### config.mk
export PLATFORM = sky130hd
export DESIGN_NAME = audio_out_stage
export DESIGN_NICKNAME = d
export VERILOG_FILES = /design/src/rtl/audio_out_stage.sv
export SDC_FILE = /design/constraint.sdc
export NUM_CORES = 2
export LEC_CHECK = 0
export BUFFER_PORTS_ARGS = -buffer_cell sky130_fd_sc_hd__buf_2
export CAP_MARGIN = 25
export CORE_ASPECT_RATIO = 2
export CORE_MARGIN = 4
export CORE_UTILIZATION = 52
export CTS_CLUSTER_SIZE = 40
export DETAILED_ROUTE_END_ITERATION = 6
export PLACE_DENSITY = 0.71
export SLEW_MARGIN = 20
export SYNTH_ARGS = -nofsm -noshare
export SYNTH_HDL_FRONTEND = slang
export SYNTH_SLANG_ARGS = --single-unit
export TNS_END_PERCENT = 50
### constraint.sdc
create_clock -name clock -period 6.5 [get_ports clock]
set_clock_uncertainty 0.2 [all_clocks]
set_input_delay 0.65 -clock clock [delete_from_list [all_inputs] [get_ports clock]]
set_output_delay 0.65 -clock clock [all_outputs]
set_load 0.005 [all_outputs]
### src/rtl/audio_out_stage.sv
// Multi-channel audio output stage: per-channel signed gain with saturation feeding a FWFT frame FIFO.
// Optional macro AUDIO_OUT_ROUND_EN: round half toward +inf before the shift instead of truncating.
module audio_out_stage #(
  parameter int unsigned DATA_WIDTH = 32,
  parameter int unsigned NUM_CH     = 2,
  parameter int unsigned GAIN_WIDTH = 16,
  parameter int unsigned FRAC_BITS  = 10,
  parameter int unsigned FIFO_DEPTH = 16
) (
  input  logic                             clock,
  input  logic                             reset,
  input  logic [NUM_CH*DATA_WIDTH-1:0]     in_data,
  input  logic                             in_wr_en,
  output logic                             in_full,
  input  logic [NUM_CH*GAIN_WIDTH-1:0]     gain,
  output logic [NUM_CH*DATA_WIDTH-1:0]     out_data,
  input  logic                             out_rd_en,
  output logic                             out_empty,
  output logic [$clog2(FIFO_DEPTH):0]      out_count,
  output logic                             overflow,
  output logic                             sat
);

  localparam int unsigned PW      = DATA_WIDTH + GAIN_WIDTH;
  localparam int unsigned FRAME_W = NUM_CH * DATA_WIDTH;
  localparam int unsigned GAINS_W = NUM_CH * GAIN_WIDTH;
  localparam int unsigned AW      = $clog2(FIFO_DEPTH);
  localparam int unsigned CW      = AW + 1;

  // Clip bounds expressed at product width so the comparison stays signed and exact.
  localparam logic signed [PW-1:0] SAT_MAX =
    $signed({{(PW-DATA_WIDTH+1){1'b0}}, {(DATA_WIDTH-1){1'b1}}});
  localparam logic signed [PW-1:0] SAT_MIN =
    $signed({{(PW-DATA_WIDTH+1){1'b1}}, {(DATA_WIDTH-1){1'b0}}});
`ifdef AUDIO_OUT_ROUND_EN
  localparam logic signed [PW-1:0] RND_HALF =
    $signed({{(PW-1){1'b0}}, 1'b1} << (FRAC_BITS-1));
`endif

  // Capture stage
  logic               r_v1;
  logic [FRAME_W-1:0] r_d1;
  logic [GAINS_W-1:0] r_g1;
  // Scale stage
  logic               r_v2;
  logic [FRAME_W-1:0] r_d2;
  // Frame storage and bookkeeping
  logic [FRAME_W-1:0] r_mem [FIFO_DEPTH];
  logic [AW-1:0]      r_wr_ptr;
  logic [AW-1:0]      r_rd_ptr;
  logic [CW-1:0]      r_count;
  logic               r_overflow;
  logic               r_sat;

  logic               w_accept;
  logic               w_pop;
  logic [CW-1:0]      w_level;
  logic [FRAME_W-1:0] w_s2_data;
  logic [NUM_CH-1:0]  w_clip;
  logic signed [PW-1:0] w_a   [NUM_CH];
  logic signed [PW-1:0] w_b   [NUM_CH];
  logic signed [PW-1:0] w_sum [NUM_CH];
  logic signed [PW-1:0] w_sh  [NUM_CH];

  // Reservation covers frames still in the pipeline, so S2 never has to stall.
  assign w_level   = r_count + CW'(r_v1) + CW'(r_v2);
  assign in_full   = (w_level >= CW'(FIFO_DEPTH));
  assign out_empty = (r_count == '0);
  assign w_accept  = in_wr_en && !in_full;
  assign w_pop     = out_rd_en && !out_empty;

  assign out_data  = out_empty ? '0 : r_mem[r_rd_ptr];
  assign out_count = r_count;
  assign overflow  = r_overflow;
  assign sat       = r_sat;

  // Full-precision multiply, optional rounding, arithmetic shift, clip per channel.
  always_comb begin
    w_s2_data = '0;
    w_clip    = '0;
    for (int c = 0; c < NUM_CH; c++) begin
      w_a[c] = $signed({{GAIN_WIDTH{r_d1[c*DATA_WIDTH+DATA_WIDTH-1]}},
                        r_d1[c*DATA_WIDTH +: DATA_WIDTH]});
      w_b[c] = $signed({{DATA_WIDTH{r_g1[c*GAIN_WIDTH+GAIN_WIDTH-1]}},
                        r_g1[c*GAIN_WIDTH +: GAIN_WIDTH]});
`ifdef AUDIO_OUT_ROUND_EN
      w_sum[c] = (w_a[c] * w_b[c]) + RND_HALF;
`else
      w_sum[c] = w_a[c] * w_b[c];
`endif
      w_sh[c] = w_sum[c] >>> FRAC_BITS;
      if (w_sh[c] > SAT_MAX) begin
        w_s2_data[c*DATA_WIDTH +: DATA_WIDTH] = SAT_MAX[DATA_WIDTH-1:0];
        w_clip[c] = 1'b1;
      end else if (w_sh[c] < SAT_MIN) begin
        w_s2_data[c*DATA_WIDTH +: DATA_WIDTH] = SAT_MIN[DATA_WIDTH-1:0];
        w_clip[c] = 1'b1;
      end else begin
        w_s2_data[c*DATA_WIDTH +: DATA_WIDTH] = w_sh[c][DATA_WIDTH-1:0];
      end
    end
  end

  // Pipeline, pointers, occupancy and sticky flags.
  always_ff @(posedge clock) begin
    if (reset) begin
      r_v1       <= 1'b0;
      r_d1       <= '0;
      r_g1       <= '0;
      r_v2       <= 1'b0;
      r_d2       <= '0;
      r_wr_ptr   <= '0;
      r_rd_ptr   <= '0;
      r_count    <= '0;
      r_overflow <= 1'b0;
      r_sat      <= 1'b0;
    end else begin
      r_v1 <= w_accept;
      if (w_accept) begin
        r_d1 <= in_data;
        r_g1 <= gain;
      end
      r_v2 <= r_v1;
      if (r_v1) begin
        r_d2 <= w_s2_data;
      end
      if (r_v2) begin
        r_wr_ptr <= r_wr_ptr + AW'(1);
      end
      if (w_pop) begin
        r_rd_ptr <= r_rd_ptr + AW'(1);
      end
      case ({r_v2, w_pop})
        2'b10:   r_count <= r_count + CW'(1);
        2'b01:   r_count <= r_count - CW'(1);
        default: r_count <= r_count;
      endcase
      if (in_wr_en && in_full) begin
        r_overflow <= 1'b1;
      end
      if (r_v1 && (|w_clip)) begin
        r_sat <= 1'b1;
      end
    end
  end

  // Storage is not reset; out_data is masked to zero while empty.
  always_ff @(posedge clock) begin
    if (r_v2) begin
      r_mem[r_wr_ptr] <= r_d2;
    end
  end

endmodule

==> impl_metrics.py <==
metrics = {
    "min_path": {
        "hp-start": "in_data[11]",
        "hold_class": "input pin to flop",
        "min_to": "r_d1[11]",
        "whs_path_depth": 3,
    },
    "outcome": {
        "violations": "setup timing",
        "status": "finished, violations left",
    },
    "routing": {
        "viasPerCell": 5.59,
        "drt_first_pass_iters": 6,
        "antenna_left": 0,
        "drt-initial-drc-count": 3821,
        "finalWirelength_um": 223000,
        "wl_per_cell_um": 23.7,
        "drc": 0,
        "num_vias": 52542,
    },
    "cts": {
        "htreeDepth": 3,
        "clock_latency_ns": 0.73,
        "cts.clk_slew.worst_paths_ns": 0.07,
        "clock_path_buffers": 3,
        "tritoncts": "yes",
        "cts_root_buf": "clkbuf_16",
        "cts-buffers-inserted": 98,
        "cts.sinks": 1205,
    },
    "synthesis": {
        "synth-edff-count": 1024,
        "synthTopCellsByCount": "inv_1 (1138), edfxtp_1 (1024), fa_1 (971), nand2_1 (856), and2_1 (422)",
        "synth_cell_types": 79,
        "synth_top_area_share_pct": 37.6,
        "synthFlopType": "edfxtp_1",
        "ys.warnings.count": 0,
        "synth_cells": 6480,
        "async_flop_share_pct": 0,
        "yosysSeqAreaShare_pct": 42.0,
        "post-synth-top-count-cell": "inv_1",
        "syn_area_um2": 81700,
        "ys_top_cells_by_area": "edfxtp_1 (38%), fa_1 (24%), mux4_2 (8.8%)",
        "avgSynthCellArea_um2": 12.6,
        "synth_fp_nets": 7783,
        "yosysTopAreaCell": "edfxtp_1",
        "ys_ff_latch": 1205,
    },
    "setup_path": {
        "rr_worst_depth": 28,
        "cp.arrival_ns": 7.66,
        "cpPeakStageDelay_ns": 0.53,
        "crit_type": "flop to flop",
        "r2r_end": "r_d2[36]",
        "r2r_start": "r_g1[19]",
        "cp_max_fo": 11,
        "r2r_slack_ns": -0.84,
        "crit_top_cell": "fa_1",
        "required_ns": 6.82,
        "start_kind": "flop",
        "cp_slowest_cell": "fa_1",
        "timing.critical_path.from": "r_g1[19]",
        "crit_path_end_kind": "flop",
    },
    "grt": {
        "grtUsageTotal_pct": 27.8,
        "grt_pass1_vias": 58419,
        "grt.overflow.total": 0,
        "antenna_found_initial": 7,
        "grt_pass1_wl_um": 344000,
        "grt_max_degree": 92,
    },
    "sta": {
        "tightest_slew_ns": 1.05,
        "finalCriticalPeriod_ns": 7.34,
        "worst_slack_ns": -0.843,
        "whs_ns": 0.0442,
        "rsz0062_at_grt": "true",
        "slew_viol_final": 0,
        "tns_ns": -44.05,
        "slew-limit-headroom_pct": 30.0,
        "timing.fmax_mhz": 136,
        "fin_crit_sh_pct": 113,
        "hold_violations": 0,
        "setup_viol": 64,
    },
    "floorplan": {
        "core_area_um2": 156000,
        "io_pins": 173,
        "floorplan.initialDensity_pct": 52.3,
        "row_count": 205,
        "die_h_um": 569,
        "die_w_um": 288,
        "die-area_um2": 164000,
    },
    "placement": {
        "dpl.hpwl_um": 156000,
        "dp_slack_ns": -1.04,
        "io_buffers": 172,
        "place.gp.congestion": 0.940,
    },
    "run": {
        "drv_cap": 0,
    },
    "final_layout": {
        "fill_cells": 11744,
        "nets": 8541,
        "area_growth_pct": 17.9,
        "register_area_um2": 34500,
        "multi_input_comb_area_um2": 43300,
        "drive_above_1_share_pct": 25.0,
    },
    "power": {
        "p_leak_nw": 39.5,
        "totalPowerFinal_mw": 24.8,
        "ir_worst_vdd_mv": 0.284,
        "powerDensity_nw_per_um2": 257,
    },
}
[placed cells by master (no fill, tap or decap), types with 18 or more instances in the layout]
master	count
xnor2_1	59
buf_12	70
dfxtp_2	37
mux4_2	320
a21oi_1	172
a21oi_2	32
nand4_1	22
and2_4	26
buf_2	171
a21o_1	52
dlygate4sd3_1	46
xor2_1	37
dfxtp_4	32
fa_1	935
nand2_1	828
edfxtp_1	1024
o21ai_0	32
buf_4	657
nor2_1	184
clkbuf_1	18
nand2_2	32
buf_6	37
ha_1	194
nor2b_1	71
o21ai_1	19
clkinv_1	20
dfxtp_1	112
fa_2	36
a211oi_2	62
ha_4	37
inv_1	1120
clkbuf_16	101
and2_1	395
[power breakdown]
| group | switching (mW) | internal (mW) | leakage (nW) | total (mW) |
|---|---|---|---|---|
| Clock | 2.85 | 3.20 | 1.56 | 6.04 |
| Combinational | 4.99 | 4.41 | 27.1 | 9.41 |
| Sequential | 0.529 | 8.80 | 10.9 | 9.33 |
[critical path, delay by kind of cell, from the launching register on]
kind            cells  cell delay [ns]
fa+ha+maj           7             3.36
compound gates      8             1.39
buf+inv            11             1.35
simple gates        2             0.51
flops               1             0.36
[area by class of cell]
| class | count | area share [%] |
|---|---|---|
| inverters | 1141 | 4.46 |
| repair buffers | 993 | 8.67 |
| well taps | 2070 | 2.69 |
| clock inverters | 64 | 0.727 |
| multi-input cells | 3799 | 45.0 |
| flip-flops and latches | 1205 | 35.8 |
| diodes | 5 | 0.0130 |
| clock buffers | 117 | 2.63 |
[worst max-delay path by stage]
| stage | endpoint | cells after the start |
|---|---|---|
| final | r_d2[36] | 28 |
| after global routing | r_d2[39] | 26 |
| after CTS | r_d2[46] | 27 |
| after detailed placement | r_d2[1] | 23 |
| after global placement | r_d2[1] | 23 |
| after floorplan | r_d2[42] | 24 |
[sequential cells by signal, summed over array words and instances (netlist names), named ones only]
register,flops
out_count,5
overflow,1
r_d1,64
r_d2,64
r_g1,32
r_mem,1024
r_rd_ptr,4
r_v1,1
r_v2,1
r_wr_ptr,4
sat,1
[kinds of logic after synthesis]
group / after synthesis / share of synthesized area (%)
fa+ha+maj: 1203 / 27.3
simple gates: 1666 / 9.58
buf+inv: 1476 / 6.87
mux: 325 / 8.88
compound gates: 501 / 4.18
xor+xnor: 104 / 1.11
flops: 1205 / 42.0
[per-stage QoR]
stage / instance area, µm² / std cells / util, %
6_report: 96400 / 9394 / 61.7
5_1_grt: 96400 / 9393 / 61.7
4_1_cts: 95800 / 9370 / 61.4
3_5_place_dp: 90200 / 9064 / 57.7
3_3_place_gp: 90200 / 9064 / 57.7
2_1_floorplan: 83000 / 6480 / -
[per-layer routing]
metal | track usage (%) | routed length (µm) | vias up
met1 | 32.1 | 76300 | 27128
met5 | 0 | 14 | -
met2 | 51.6 | 122000 | 2141
li1 | - | - | 22696
met4 | 12.2 | 11600 | 2
met3 | 3.34 | 13200 | 575
[repair_timing]
action                     in CTS  in global routing
hold buffers                   46                  0
pin swaps                     125                 32
cloned                          8                  3
hold endpoints to repair       46                  0
buffers inserted               79                 22
setup endpoints to repair      65                 65
gates resized for setup       252                 72
Power figures use the tool's default switching activity.
